**src/rtl/full_mat_pkg.sv**
```systemverilog
// Shared definitions for full_mat and its parameter loader: frame length, DH
// parameter indexing, loader address map and the fixed-point word types.
package full_mat_pkg;

  localparam int FRAME_MAX = 90;
  localparam int DATA_W    = 27;
  localparam int NJOINT    = 6;
  localparam int NPARAM    = 4;

  localparam int THETA      = 0;
  localparam int L_OFFSET   = 1;
  localparam int L_DISTANCE = 2;
  localparam int ALPHA      = 3;

  localparam logic [5:0] NWORDS           = 6'(NJOINT * NPARAM);
  localparam logic [5:0] ADDR_CTRL        = 6'd24;
  localparam logic [5:0] ADDR_STATUS      = 6'd25;
  localparam logic [5:0] ADDR_ACTIVE_BASE = 6'd32;
  localparam logic [5:0] ADDR_AUTOCOMMIT  = 6'((NJOINT - 1) * NPARAM + ALPHA);

  typedef logic [DATA_W-1:0] dh_word_t;
  typedef dh_word_t [NJOINT-1:0][NPARAM-1:0] dh_set_t;

  function automatic logic [31:0] sext_word(input dh_word_t w);
    return {{(32 - DATA_W){w[DATA_W-1]}}, w};
  endfunction

endpackage

```
**src/rtl/dh_param_loader_frame_seq.sv**
```systemverilog
// Frame sequencer: free-running frame count lock-stepped to full_mat, with the
// registered end-of-frame pulse and an 8-bit count of completed frames.
module frame_seq #(
  parameter int FRAME_MAX = 90
) (
  input  logic       clk,
  input  logic       rst,
  input  logic       en,
  output logic       wrap,
  output logic       frame_done,
  output logic [7:0] frame_cnt
);

  localparam int CW = $clog2(FRAME_MAX);

  logic [CW-1:0] count;
  logic          last;

  always_comb begin
    last = (count == CW'(FRAME_MAX - 1));
    wrap = en & last;
  end

  // frame_done is registered from the count it is about to take, so it is
  // high exactly while count sits at FRAME_MAX-1 and freezes along with it.
  always_ff @(posedge clk or posedge rst) begin
    if (rst) begin
      count      <= '0;
      frame_done <= 1'b0;
      frame_cnt  <= '0;
    end else if (en) begin
      count      <= last ? '0 : count + 1'b1;
      frame_done <= (count == CW'(FRAME_MAX - 2));
      if (last) frame_cnt <= frame_cnt + 8'd1;
    end
  end

endmodule

```
**src/rtl/dh_param_loader.sv**
```systemverilog
// DH parameter loader: host-writable shadow bank copied into the active bank
// only at a frame boundary. Define DH_LOADER_AUTOCOMMIT_EN to make a write to
// joint 5 ALPHA (address 23) also request a commit.
module dh_param_loader
  import full_mat_pkg::*;
(
  input  logic        clk,
  input  logic        rst,
  input  logic        en,
  input  logic        chipselect,
  input  logic        write,
  input  logic        read,
  input  logic [5:0]  address,
  input  logic [31:0] writedata,
  output logic [31:0] readdata,
  output dh_set_t     dh_param,
  output logic        commit_pending,
  output logic        frame_done
);

  dh_set_t     shadow;
  dh_set_t     active;
  logic        wr_en;
  logic        rd_en;
  logic        wrap;
  logic        swap;
  logic        ctrl_req;
  logic        auto_req;
  logic        commit_req;
  logic [7:0]  frame_cnt;
  logic [31:0] rd_word;
  logic        unused_wdata;

  assign unused_wdata = ^writedata[31:DATA_W];

  frame_seq #(.FRAME_MAX(FRAME_MAX)) u_frame_seq (
    .clk        (clk),
    .rst        (rst),
    .en         (en),
    .wrap       (wrap),
    .frame_done (frame_done),
    .frame_cnt  (frame_cnt)
  );

`ifdef DH_LOADER_AUTOCOMMIT_EN
  assign auto_req = wr_en && (address == ADDR_AUTOCOMMIT);
`else
  assign auto_req = 1'b0;
`endif

  always_comb begin
    wr_en      = chipselect & write;
    rd_en      = chipselect & read;
    ctrl_req   = wr_en && (address == ADDR_CTRL) && writedata[0];
    commit_req = ctrl_req | auto_req;
    swap       = wrap & commit_pending;
  end

  // NOTE: both banks are plain flops with reset, not a RAM: full_mat must see
  // a defined all-zero set straight out of reset.
  // NOTE: non-blocking updates make the swap copy the pre-edge shadow even
  // when the host writes the shadow on that same edge.
  always_ff @(posedge clk or posedge rst) begin
    if (rst) begin
      shadow         <= '0;
      active         <= '0;
      commit_pending <= 1'b0;
    end else begin
      if (wr_en && (address < NWORDS))
        shadow[address[4:2]][address[1:0]] <= writedata[DATA_W-1:0];
      if (swap)
        active <= shadow;
      // A request on the swap edge wins, so the next frame swaps again.
      if (commit_req)
        commit_pending <= 1'b1;
      else if (swap)
        commit_pending <= 1'b0;
    end
  end

  // NOTE: rd_word gets a default first so no decode path infers a latch.
  always_comb begin
    rd_word = '0;
    if (address < NWORDS)
      rd_word = sext_word(shadow[address[4:2]][address[1:0]]);
    else if (address == ADDR_STATUS)
      rd_word = {16'h0000, frame_cnt, 7'h00, commit_pending};
    else if ((address >= ADDR_ACTIVE_BASE) && (address < ADDR_ACTIVE_BASE + NWORDS))
      rd_word = sext_word(active[address[4:2]][address[1:0]]);
  end

  always_ff @(posedge clk or posedge rst) begin
    if (rst)
      readdata <= '0;
    else if (rd_en)
      readdata <= rd_word;
  end

  assign dh_param = active;

endmodule

```
**config.mk**
```make
export PLATFORM = sky130hd
export DESIGN_NAME = dh_param_loader
export DESIGN_NICKNAME = d
export VERILOG_FILES = /design/src/rtl/full_mat_pkg.sv /design/src/rtl/dh_param_loader_frame_seq.sv /design/src/rtl/dh_param_loader.sv
export SDC_FILE = /design/constraint.sdc
export NUM_CORES = 2
export LEC_CHECK = 0
export CAP_MARGIN = 10
export CORE_UTILIZATION = 33
export DETAILED_ROUTE_END_ITERATION = 6
export HOLD_SLACK_MARGIN = 0.03
export SLEW_MARGIN = 20
export SYNTH_ARGS = -nofsm -noshare
export SYNTH_HDL_FRONTEND = slang
export SYNTH_SLANG_ARGS = --single-unit
```
**constraint.sdc**
```tcl
create_clock -name clk -period 47.9 [get_ports clk]
set_clock_uncertainty 0.05 [all_clocks]
set_input_delay 7.185 -clock clk [delete_from_list [all_inputs] [get_ports clk]]
set_output_delay 7.185 -clock clk [all_outputs]
set_load 0.02 [all_outputs]
```
# After elaboration in Yosys (flattened, before gate mapping)
# Index checks and enable logic that the tools add are counted.
# W data, S select, Z words.
classes:
  n_reduce_logical: 8
  add_sub_neg: 2
  n_lt_le_gt_ge: 7
  n_eq_ne: 4
  bitwise: 4
  muxes: 19
ops:
  columns: ["op", "n"]
  rows:
  - ["$bmux W108 S3", 2]
  - ["$bwmux W648", 1]
  - ["$demux W108 S3", 1]
  - ["$mux W108", 3]
  - ["$bmux W27 S2", 2]
  - ["$mux W32", 3]
  - ["$mux W27", 3]
  - ["$demux W27 S2", 1]
  - ["$eq A7 B7 Y1 const B", 2]
  - ["$eq A6 B5 Y1 const B", 2]
  - ["$add A8 B1 Y8 const B", 1]
  - ["$add A7 B1 Y7 const B", 1]
  - ["$mux W7", 1]
  - ["$ge A6 B6 Y1 const B", 1]
  - ["$logic_and A1 B1 Y1", 6]
  - ["$lt A6 B5 Y1 const B", 1]
  - ["$lt A6 B6 Y1 const B", 1]
  - ["$and A1 B1 Y1", 4]
  - ["$lt A3 B4 Y1 const B", 1]
  - ["$ge A3 B1 Y1 const B", 1]
  - ["$lt A2 B3 Y1 const B", 1]
  - ["$ge A2 B1 Y1 const B", 1]
  - ["$mux W1", 2]
  - ["$reduce_and A2 Y1", 1]
  - ["$reduce_bool A2 Y1", 1]
totals:
  wordCells: 97
  out_inout_bits: 682
  regBits: 1345

# Logic depth before layout (Yosys ltp)
logic_depth:
  ltp_word: 7
  ltp_mapped: 11

# Modules after synthesis
# From an unflattened synthesis, not the netlist that was laid out.
hier_totals:
  cells_unflattened: 4436
  hier_area_um2: 61844.3
modules_own_cells:
  columns: ["module", "cells_each", "area_per_inst_um2", "instances"]
  rows:
  - ["dh_param_loader", 4363, 61048.6, 1]
  - ["frame_seq", 73, 795.8, 1]

# Worst setup path before layout
# OpenSTA, ideal clock, no wires.
synth_path:
  kind: "input -> register"
  startpoint: "in address[4]"
  endpoint: "reg readdata[30]"
  stages: 9
  setup_time_ns: 0.138
  t_arrival_ns: 8.758
  path_buffers: 4
  path_slack_ns: 38.955
  cell_sequence: "buf_4 > buf_6 > buf_6 > buf_4 > mux2_2 > a221oi_1 > nor3_1 > o31ai_1 > nand4_1"
synth_via:
  elab_chain_cells: 7
synth_lines:
  columns: ["element", "line_no", "rtl"]
  rows:
  - ["start: declaration", "dh_param_loader.sv:13", "input logic [5:0] address,"]
  - ["$bmux W108 S3", "dh_param_loader.sv:89", "rd_word = sext_word(active[address[4:2]][address[1:0]]);"]
  - ["$mux W108 (implied by the code)", "dh_param_loader.sv:89", null]
  - ["$bmux W27 S2", "dh_param_loader.sv:89", null]
  - ["$mux W27 (implied by the code)", "dh_param_loader.sv:89", null]
  - ["$mux W32", "dh_param_loader.sv:88", "else if ((address >= ADDR_ACTIVE_BASE) && (address < ADDR_ACTIVE_BASE + NWORDS))"]
  - ["$mux W32", "dh_param_loader.sv:86", "else if (address == ADDR_STATUS)"]
  - ["$mux W32 *", "dh_param_loader.sv:84", "if (address < NWORDS)"]
  - ["end signal: assignment", "dh_param_loader.sv:96", "readdata <= rd_word;"]
  - ["end: declaration", "dh_param_loader.sv:15", "output logic [31:0] readdata,"]
# Mark *: on every way between the ends. The rest lies on a longest branch, timed or not. The select of a mux whose other input is x is not followed.
# A chain may end at the register's enable or synchronous reset.

# Worst setup path after layout
layout_path:
  startpoint: "in address[0]"
  endpoint: "reg shadow[32] in the netlist's numbering"
layout_via:
  elab_chain_cells: 7
layout_lines:
  columns: ["element", "line_no", "rtl"]
  rows:
  - ["$lt A2 B3 Y1 (implied by the code) or $ge A2 B1 Y1 (tied branches)", "dh_param_loader.sv:70", "shadow[address[4:2]][address[1:0]] <= writedata[DATA_W-1:0];"]
  - ["$logic_and A1 B1 Y1 (implied by the code)", "dh_param_loader.sv:70", null]
  - ["$mux W27 (implied by the code)", "dh_param_loader.sv:70", null]
  - ["$demux W27 S2", "dh_param_loader.sv:70", null]
  - ["$mux W108 (implied by the code)", "dh_param_loader.sv:70", null]
  - ["$demux W108 S3", "dh_param_loader.sv:70", null]
  - ["$bwmux W648", "dh_param_loader.sv:70", null]
  - ["end signal: indexed assignment", "dh_param_loader.sv:70", null]
  - ["end: declaration", "dh_param_loader.sv:21", "dh_set_t shadow;"]
# Parallel ways exist; a longest one is shown, timed or not.

==> results.sh <==
export IMPL_swShare_pct=25.74
export IMPL_synth_seq_cells=1340
export IMPL_reg2reg_depth=8
export IMPL_hold_start="u_frame_seq.frame_cnt[4]"
export IMPL_antenna_left=0
export IMPL_syn_inst=4490
export IMPL_cpPeakStageDelay_ps=1020
export IMPL_hold_buffers=0
export IMPL_htree_levels=4
export IMPL_peakVddDrop_mv=0.03118
export IMPL_slew_headroom_pct=20.12
export IMPL_via_count=44420
export IMPL_clk_path_buf_depth=3
export IMPL_finalCritPeriodShare_pct=25.47
export IMPL_cts_setup_buffers=0
export IMPL_overflow=0
export IMPL_ys_warnings_count=0
export IMPL_status="completed"
export IMPL_clk_pin_slew_worst_paths_ps=60
export IMPL_die_h_um=434.5
export IMPL_yosys_most_used_dff="dfrtp_1"
export IMPL_synth_nets=4538
export IMPL_fillers=17260
export IMPL_final_util_pct=40.90
export IMPL_end_kind="flip-flop"
export IMPL_drt_iter0_drc=4354
export IMPL_nets=5122
export IMPL_comb_power_share_pct=7.9
export IMPL_drv_slew=0
export IMPL_synth_edff_count=0
export IMPL_grt_antenna_before_repair=17
export IMPL_synthToLayoutAreaGrowth_pct=23.00
export IMPL_setup_viol=0
export IMPL_crit_fanout=29
export IMPL_rr_startpoint="u_frame_seq.count[3]"
export IMPL_cap_viol_max_count=0
export IMPL_crit_family="simple AND/OR/NAND/NOR gates"
export IMPL_die_area_sq_um=188800
export IMPL_numPortBuffers=720
export IMPL_grt_setup_unrepaired="no"
export IMPL_arrival_ps=12840
export IMPL_viasPerCell=5.787
export IMPL_tightest_slew_ps=1198
export IMPL_coreArea_sq_um=185600
export IMPL_wl_um=273700
export IMPL_grt_max_degree=190
export IMPL_die_width_um=434.5
export IMPL_critPathBufInv=4
export IMPL_min_path_type="reg2reg"
export IMPL_leakage_nw=34.96
export IMPL_power_frac_clock_pct=45.3
export IMPL_dpl_hpwl_um=171300
export IMPL_cts_root_buffer="clkbuf_16"
export IMPL_p_switching_w=0.0006643
export IMPL_layout_commonest_cell="mux2_2"
export IMPL_synth_seq_area_share_pct=54.32
export IMPL_crit_required_ps=48540
export IMPL_fin_setup_tns_ps=0
export IMPL_reg2reg_slack_ps=43210
export IMPL_start_util_pct=33.25
export IMPL_drive_above_1_share_pct=36.49
export IMPL_cts_sinks=1340
export IMPL_critPathLaunchType="input pin"
export IMPL_hold_end="u_frame_seq.frame_cnt[4]"
export IMPL_cts_tree="yes"
export IMPL_whs_path_depth=1
export IMPL_crit_chain="buf_4 -> clkinv_2 -> buf_4 -> nor2_4 -> nand2_1 -> nor2_4 -> buf_4 -> mux2_2"
export IMPL_gp_congestion=0.8532
export IMPL_critical_path_top_cell_by_count="buf_4"
export IMPL_cpMaxStageDelayCell="nor2_4"
export IMPL_layout_common_cells="mux2_2 (1439), dfrtp_1 (1340), clkdlybuf4s50_1 (715)"
export IMPL_hold_viol_final=0
export IMPL_power_density_nw_per_um2=34.00
export IMPL_grt_util_all_layers_pct=28.37
export IMPL_synthArstFlopShare_pct=100.0
export IMPL_crit_type="in2reg"
export IMPL_period_minus_slack_ps=12200
export IMPL_intPower_w=0.001917
export IMPL_syn_cell_area_sq_um=61730
export IMPL_insertion_delay_ps=840
export IMPL_firstDrtPassIters=5
export IMPL_drc=0
export IMPL_cts_buffers_inserted=153
export IMPL_cts_resized=0
export IMPL_wire_per_inst_um=35.66
export IMPL_p_seq_share_pct=46.9
export IMPL_core_rowCount=158
export IMPL_fmax_mhz=81.97
export IMPL_first_global_vias=44460
export IMPL_synthDistinctLibCells=78
export IMPL_syn_avg_cell_area_sq_um=13.75
export IMPL_grt_pass1_wl_um=371900
export IMPL_io_pins=726
export IMPL_rr_endpoint="dh_param[241]"
==> Yosys cell counts, types with 11 or more instances <==
master,n,share of area [%]
buf_6,19,0.35
a311oi_1,11,0.16
mux2i_1,153,2.5
a22o_1,25,0.35
dfrtp_1,1340,54
nor2_2,16,0.16
o31ai_1,11,0.13
buf_4,137,1.7
o21ai_0,81,0.66
nand4_1,14,0.14
o22ai_1,23,0.23
nor2_1,107,0.65
a22oi_1,107,1.3
a21oi_1,152,1.2
mux4_2,35,1.3
nand2_1,99,0.60
o2bb2ai_1,21,0.30
mux2_2,1439,26
o211ai_1,13,0.16
nor3_1,46,0.37
nand3_1,17,0.14
clkbuf_1,124,0.75
o221ai_1,47,0.67
a211oi_1,13,0.16
a221oi_1,107,1.5
a221o_1,38,0.62
buf_2,108,0.88
==> kinds of logic after synthesis <==
logic type | Yosys count | synth area share [%]
compound gates | 727 | 8.580
buf+inv | 407 | 3.758
flops | 1340 | 54.32
simple gates | 364 | 2.915
mux | 1637 | 30.19
xor+xnor | 11 | 0.1561
fa+ha+maj | 4 | 0.08108
==> sequential cells by signal (all words and copies together), names as in the netlist <==
| name | cells |
|---|---|
| dh_param | 648 |
| u_frame_seq.frame_done | 1 |
| commit_pending | 1 |
| readdata | 27 |
| u_frame_seq.frame_cnt | 8 |
| u_frame_seq.count | 7 |
| shadow | 648 |
==> stage by stage <==
stage / instances / worst slack (ps) / hold WS (ps) / instance area [sq um] / power, W
after global placement: 7397 / 35050 / 425.6 / 70930 / 0.001426
after floorplan: 4490 / 2889 / 391.6 / 61730 / 0.001346
final: 7676 / 35700 / 448.7 / 75930 / 0.002581
after global routing: 7671 / 35330 / 456.9 / 75920 / 0.002652
after detailed placement: 7398 / 35030 / 428.4 / 70940 / 0.001430
after CTS: 7669 / 35910 / 446.8 / 75880 / 0.002592
==> power groups by stage <==
stage	clock, W	sequential (W)	combinational [W]
CTS	0.00118	0.00121	0.000203
global placement	0	0.00123	0.000200
detailed placement	0	0.00123	0.000202
global route	0.00122	0.00121	0.000215
finish	0.00117	0.00121	0.000203
floorplan	0	0.00122	0.000123
==> worst max-delay path by stage <==
stage	start	end	cells after the start
2_1_floorplan	rst	commit_pending	1
3_3_place_gp	address[0]	shadow[40]	8
3_5_place_dp	rst	shadow[174]	7
4_1_cts	rst	dh_param[552]	7
5_1_grt	rst	shadow[309]	8
6_report	address[0]	shadow[32]	8
==> area by class of cell <==
class / instances / area [sq um] / share of cell area [%]
Clock buffer: 235 / 4642 / 6.114
Multi-Input combinational cell: 2743 / 26150 / 34.44
Inverter: 9 / 55.05 / 0.07251
Timing Repair Buffer: 827 / 8135 / 10.71
Clock inverter: 36 / 299.0 / 0.3938
Sequential cell: 1340 / 33530 / 44.16
Antenna cell: 6 / 15.01 / 0.01977
Tap cell: 2480 / 3103 / 4.087
==> per-layer routing <==
layer  up-vias  wire length, um  global-route usage [%]
met2      1990           126300                   44.50
met5         -               24                       0
met4         4            19280                   17.66
met1     23840           110200                   36.16
met3       594            17880                   5.306
li1      18000                -                       -
(Power assumes the default switching activity.)
